===== config.mk =====
export PLATFORM = sky130hd
export DESIGN_NAME = irq_priority_ctrl
export DESIGN_NICKNAME = d
export VERILOG_FILES = /design/src/rtl/irq_priority_pkg.sv /design/src/rtl/irq_prio_pick.sv /design/src/rtl/irq_priority_ctrl.sv
export SDC_FILE = /design/constraint.sdc
export NUM_CORES = 1
export LEC_CHECK = 0
export ABC_AREA = 1
export CAP_MARGIN = 20
export CORE_MARGIN = 4
export CORE_UTILIZATION = 38
export CTS_CLUSTER_DIAMETER = 40
export CTS_CLUSTER_SIZE = 8
export DETAILED_ROUTE_END_ITERATION = 16
export PLACE_DENSITY = 0.81
export SLEW_MARGIN = 20
export SYNTH_ARGS = -nofsm -noshare
export SYNTH_HDL_FRONTEND = slang
export SYNTH_SLANG_ARGS = --single-unit
export TNS_END_PERCENT = 30

===== constraint.sdc =====
create_clock -name clk -period 2.3 [get_ports clk]
set_input_delay 0.345 -clock clk [delete_from_list [all_inputs] [get_ports clk]]
set_output_delay 0.345 -clock clk [all_outputs]
set_load 0.1 [all_outputs]

===== src/rtl/irq_priority_pkg.sv =====
// Shared types and constants for the interrupt priority controller.
// Optional round-robin channel selection is enabled with `define IRQ_RR_EN.
package irq_priority_pkg;

  // Upper bounds of the supported configuration space.
  localparam int unsigned MAX_CH  = 32;
  localparam int unsigned MAX_BUS = 4;

  typedef enum logic [0:0] {IDLE, GRANT} irq_state_e;

  // Index width for a set of n items; never narrower than one bit.
  function automatic int unsigned idx_width(input int unsigned n);
    int unsigned w;
    w = 1;
    if (n > 1) w = $clog2(n);
    return w;
  endfunction

endpackage


===== src/rtl/irq_prio_pick.sv =====
// Circular first-set search over one bus's eligible channels.
// With IRQ_RR_EN undefined the parent ties start_i to 0, giving fixed priority.
module irq_prio_pick
  import irq_priority_pkg::*;
#(
  parameter int unsigned NUM_CH = 9,
  localparam int unsigned CH_W  = idx_width(NUM_CH)
) (
  input  logic [NUM_CH-1:0] vec_i,
  input  logic [CH_W-1:0]   start_i,
  output logic              found_o,
  output logic [CH_W-1:0]   idx_o
);

  // Scan from start_i upward, wrapping at NUM_CH; first eligible bit wins.
  always_comb begin
    logic              hit;
    int unsigned       k;
    logic [CH_W-1:0]   kk;
    hit   = 1'b0;
    idx_o = '0;
    k     = 0;
    kk    = '0;
    for (int unsigned i = 0; i < NUM_CH; i++) begin
      k = 32'(start_i) + i;
      if (k >= NUM_CH) k = k - NUM_CH;
      kk = CH_W'(k);
      if (!hit && vec_i[kk]) begin
        hit   = 1'b1;
        idx_o = kk;
      end
    end
    found_o = hit;
  end

endmodule


===== src/rtl/irq_priority_ctrl.sv =====
// Registered interrupt priority controller: pending latch, eligibility qualification,
// bus-then-channel arbitration and a valid/ack grant handshake that is never retracted.
// `define IRQ_RR_EN selects per-bus round-robin channel order; default is fixed priority.
module irq_priority_ctrl
  import irq_priority_pkg::*;
#(
  parameter int unsigned NUM_CH  = 9,
  parameter int unsigned NUM_BUS = 3,
  localparam int unsigned CH_W   = idx_width(NUM_CH),
  localparam int unsigned BUS_W  = idx_width(NUM_BUS)
) (
  input  logic                       clk,
  input  logic                       rst_n,
  input  logic [NUM_BUS*NUM_CH-1:0]  req_i,
  input  logic [NUM_CH-1:0]          ch_en_i,
  input  logic [NUM_BUS*NUM_CH-1:0]  mask_i,
  input  logic                       irq_ack_i,
  output logic                       irq_valid_o,
  output logic [BUS_W-1:0]           irq_bus_o,
  output logic [CH_W-1:0]            irq_ch_o,
  output logic [NUM_BUS-1:0]         bus_active_o,
  output logic [NUM_BUS*NUM_CH-1:0]  pending_o
);

  localparam int unsigned NUM_IRQ = NUM_BUS * NUM_CH;

  if (NUM_CH < 2 || NUM_CH > MAX_CH) begin : g_bad_ch
    $error("NUM_CH out of range");
  end
  if (NUM_BUS < 1 || NUM_BUS > MAX_BUS) begin : g_bad_bus
    $error("NUM_BUS out of range");
  end

  logic [NUM_IRQ-1:0] pending_q;
  logic [NUM_IRQ-1:0] elig;
  logic [NUM_IRQ-1:0] clr;
  irq_state_e         state_q;
  logic [BUS_W-1:0]   bus_q;
  logic [CH_W-1:0]    ch_q;
  logic               ack_fire;
  logic [31:0]        grant_idx;
  logic [NUM_BUS-1:0] found;
  logic [NUM_BUS-1:0] first;
  logic               any_elig;
  logic [BUS_W-1:0]   win_bus;
  logic [CH_W-1:0]    win_ch;

  assign elig      = pending_q & ~mask_i & {NUM_BUS{ch_en_i}};
  assign ack_fire  = (state_q == GRANT) & irq_ack_i;
  assign grant_idx = 32'(bus_q) * NUM_CH + 32'(ch_q);
  // Only the granted bit is cleared, and only on an accepted handshake.
  assign clr       = ack_fire ? (NUM_IRQ'(1) << grant_idx) : '0;

  // Latch level requests; a request still high during its ack stays pending.
  always_ff @(posedge clk or negedge rst_n) begin
    if (!rst_n) pending_q <= '0;
    else        pending_q <= req_i | (pending_q & ~clr);
  end

  // Lowest-numbered bus with an eligible request wins.
  assign first    = found & (~found + NUM_BUS'(1));
  assign any_elig = |found;

  for (genvar b = 0; b < NUM_BUS; b++) begin : g_bus
    logic              hit;
    logic [CH_W-1:0]   idx;
    logic [CH_W-1:0]   start;
    logic [BUS_W-1:0]  acc_bus;
    logic [CH_W-1:0]   acc_ch;

    assign bus_active_o[b] = |elig[b*NUM_CH +: NUM_CH];

`ifdef IRQ_RR_EN
    logic [CH_W-1:0] ptr_q;
    // Advance this bus's pointer past the channel whose grant was just accepted.
    always_ff @(posedge clk or negedge rst_n) begin
      if (!rst_n) begin
        ptr_q <= '0;
      end else if (ack_fire && bus_q == BUS_W'(b)) begin
        ptr_q <= (ch_q == CH_W'(NUM_CH - 1)) ? '0 : ch_q + 1'b1;
      end
    end
    assign start = ptr_q;
`else
    assign start = '0;
`endif

    irq_prio_pick #(
      .NUM_CH (NUM_CH)
    ) u_pick (
      .vec_i   (elig[b*NUM_CH +: NUM_CH]),
      .start_i (start),
      .found_o (hit),
      .idx_o   (idx)
    );

    assign found[b] = hit;

    // OR-chain of one-hot-selected terms forms the bus-priority mux.
    if (b == 0) begin : g_first
      assign acc_bus = first[b] ? BUS_W'(b) : '0;
      assign acc_ch  = first[b] ? idx : '0;
    end else begin : g_rest
      assign acc_bus = g_bus[b-1].acc_bus | (first[b] ? BUS_W'(b) : '0);
      assign acc_ch  = g_bus[b-1].acc_ch | (first[b] ? idx : '0);
    end
  end

  assign win_bus = g_bus[NUM_BUS-1].acc_bus;
  assign win_ch  = g_bus[NUM_BUS-1].acc_ch;

  // Grant FSM: capture a winner in IDLE, hold it frozen in GRANT until acked.
  always_ff @(posedge clk or negedge rst_n) begin
    if (!rst_n) begin
      state_q <= IDLE;
      bus_q   <= '0;
      ch_q    <= '0;
    end else begin
      case (state_q)
        IDLE: begin
          if (any_elig) begin
            bus_q   <= win_bus;
            ch_q    <= win_ch;
            state_q <= GRANT;
          end
        end
        GRANT: begin
          if (irq_ack_i) state_q <= IDLE;
        end
        default: state_q <= IDLE;
      endcase
    end
  end

  assign irq_valid_o = (state_q == GRANT);
  assign irq_bus_o   = bus_q;
  assign irq_ch_o    = ch_q;
  assign pending_o   = pending_q;

endmodule


==> metrics.md <==
| Metric | Value |
|---|---|
| Worst min-delay path category | `in -> async` |
| Final worst path period share | `roughly 96%` |
| CTS sink cnt | `34` |
| Relative slew slack | `69.4%` |
| Routed Antenna Nets | `0` |
| IO Count | `~100` |
| Final hold vios | `0` |
| Post-synth top area share | `a little over a third` |
| Pins over their slew limit | `0` |
| Drt total wl | `approximately 8000 um` |
| Critical Path Fanout Max | `4` |
| Crit start category | `flip-flop` |
| Max_cap viols | `0` |
| TritonCTS clock tree | `done` |
| Total global-route track usage | `roughly 22%` |
| Power Total | `roughly 3.5 mW` |
| FILL cells | `between 500 and 600` |
| Ranking of synthesized cells by area | `dfrtp_1, nand2_1, inv_1` |
| Most frequent cells after synthesis | `nand2_1, inv_1, dfrtp_1` |
| RSZ-0062 raised after global routing | `true` |
| Clock latency at the later pin of the worst-skew pair | `0.30 ns` |
| Num CTS Buffers | `5` |
| CTS root buffer | `clkbuf_8` |
| Outcome | `completed` |
| Vias in the first global route | `between 2000 and 3000` |
| Initial antenna violation count | `0` |
| Mapped cell area | `about 2300 um^2` |
| Synth Warn # | `0` |
| CP Capture Type | `flip-flop` |
| Hpwl dp | `6640 um` |
| Area leader, netlist | `dfrtp_1` |
| Largest family of logic cells by synthesized area | `simple AND/OR/NAND/NOR gates` |
| P per Cell Area | `about 900 nW/um^2` |
| DR vias/cell | `approximately 5.0` |
| Diodes inserted | `0` |
| Clk buf depth | `2` |
| Post-synth EDFFs | `0` |
| Dpl cells | `a little over 500` |
| DR DRC count | `0` |
| Critical path type | `reg -> reg` |
| Pleak | `~1.8 nW` |
| Adder-Cell Fraction of Synth Area | `4.06%` |
| H-Tree Depth | `2` |
| RD Place Congestion | `between 0.9 and 1` |
| Unique masters post-synth | `32` |
| Sequential-to-total area share from yosys stat | `a little over a third` |
| Core Area | `~6000 um^2` |
| Final Setup Violations | `0` |
| Synth Area in Simple Gates | `between 30% and 40%` |
| Average size of a mapped cell | `about 7.1 um^2` |
| Initial drt markers | `160` |
| First-pass GRT wire length | `between 10000 and 15000 um` |
| Via count | `approximately 2600` |
| Placement row count | `28` |
| Die Wd | `~87 um` |
| Nets | `roughly 520` |
| Die H | `between 80 and 90 um` |
| Mapped Cells | `between 300 and 400` |
| Syn Nets | `around 400` |
| First drt pass iteration count | `5` |
| Gr ovfl total | `0` |
| Maximum vdd drop | `between 600 and 700 uV` |
| Synth Area in Compound Gates | `between 10% and 20%` |
| Fin cells | `526` |
| Fmax | `around 450 MHz` |
| Yosys reg bits | `34` |
| Mux share of post-synthesis cell area | `0%` |
| Ys flop type | `dfrtp_1` |
| Count leader, synth | `nand2_1` |
| Wire length per cell | `15.1 um` |
| Port bufs | `between 100 and 150` |
| Initial Util | `39.3%` |
| Max Clock Skew | `0.00959 ns` |
| Internal reg-to-reg setup slack | `roughly 0.10 ns` |
| Required time of the critical path | `2.49 ns` |
| Tmin final | `about 2.2 ns` |
| Post-synthesis xor/xnor area fraction | `less than 1%` |
| Die area | `around 7500 um^2` |
| Largest net degree at the start of global routing | `35` |
| Slew @ Worst Pin | `~0.46 ns` |
| Clock transition at path regs | `around 0.080 ns` |
| Share of cells above drive strength 1 | `a little over a quarter` |
| Async SR Flop Fraction | `100%` |
| Syn-to-layout area delta | `59.5%` |
| Critical path arrival | `~2.4 ns` |
## critical path, stage by stage (launching register included)
cell and delay [ns]:
dfrtp_4 0.50, ha_4 0.25, ha_4 0.16, fa_2 0.48, nor3_1 0.30, nand2_1 0.16, o21ai_1 0.16, nand2_1 0.07
## power breakdown
group / internal, mW / switching, mW
Combinational: 0.646 / 1.44
Sequential: 0.705 / 0.106
Clock: 0.322 / 0.244
Total: 1.67 / 1.79
## stage by stage
| stage | hold WS (ns) | setup WS (ns) | area, um^2 | setup TNS, ns | utilization [%] |
|---|---|---|---|---|---|
| final | 0.464 | 0.101 | 3740 | 0 | 62.8 |
| after global routing | 0.496 | -0.0225 | 3740 | -0.0311 | 62.8 |
| after CTS | 0.474 | 0.0184 | 3690 | 0 | 62.0 |
| after detailed placement | 0.493 | 0.0164 | 3580 | 0 | 60.1 |
| after global placement | 0.481 | 0.0761 | 3580 | 0 | 60.1 |
| after floorplan | 0.0494 | -0.00807 | 2440 | -0.0540 | - |
## state kept, by name (all words and copies together), names as in the netlist
name	flops
irq_ch_o	4
pending_o	27
irq_valid_o	1
irq_bus_o	2
## placed cells by master (no fill, tap or decap), types with 4 or more instances in the layout
cell type	count
dfrtp_1	12
nor2_4	6
o21ai_1	20
a21o_1	5
nand2_1	88
nand3_2	4
nand2_2	6
nor2_1	21
o21ai_0	6
nand3b_1	6
dfrtp_2	18
buf_4	44
dfrtp_4	4
nor2_2	5
clkdlybuf4s50_1	65
clkbuf_8	5
inv_1	64
nand3_1	25
nor3_2	6
## cells by family after synthesis
| logic type | Yosys count |
|---|---|
| AND/OR/NAND/NOR | 178 |
| buffers and inverters | 68 |
| AO/OA/AOI/OAI | 42 |
| flip-flops | 34 |
| adder cells (fa/ha/maj) | 7 |
| XOR/XNOR | 1 |
## timing repair
| action | CTS | global route |
|---|---|---|
| hold buffers | 0 | 0 |
| resized for setup | 0 | 9 |
| setup buffers | 0 | 1 |
| setup endpoints to repair | 0 | 22 |
## metal layers
layer	global-route usage [%]	share of wire, %
met1	27.1	40
met2	37.1	50
met3	4.66	8.7
met4	6.94	1.9
met5	0	0
## final timing paths
kind / from / endpoint / cells after the start
worst max-delay path: irq_ch_o[1]$_DFFE_PN0P_ / pending_o[18]$_DFF_PN0_ / 7
max in group asynchronous: rst_n / irq_bus_o[1]$_DFFE_PN0P_ / 2
worst min register to register: pending_o[23]$_DFF_PN0_ / pending_o[23]$_DFF_PN0_ / 2
worst min-delay path: rst_n / pending_o[3]$_DFF_PN0_ / 2
min in group clk: pending_o[23]$_DFF_PN0_ / pending_o[23]$_DFF_PN0_ / 2
worst max register to register: irq_ch_o[1]$_DFFE_PN0P_ / pending_o[18]$_DFF_PN0_ / 7
## cell type report
| type | count | area [um^2] | area share [%] |
|---|---|---|---|
| clock inverters | 3 | 45.0 | 1.20 |
| well taps | 75 | 93.8 | 2.51 |
| repair buffers | 114 | 1060 | 28.4 |
| inverters | 67 | 254 | 6.79 |
| clock buffers | 5 | 68.8 | 1.84 |
| multi-input cells | 228 | 1330 | 35.4 |
| flip-flops and latches | 34 | 888 | 23.8 |
Note: power is estimated with default switching activity, not from simulation.
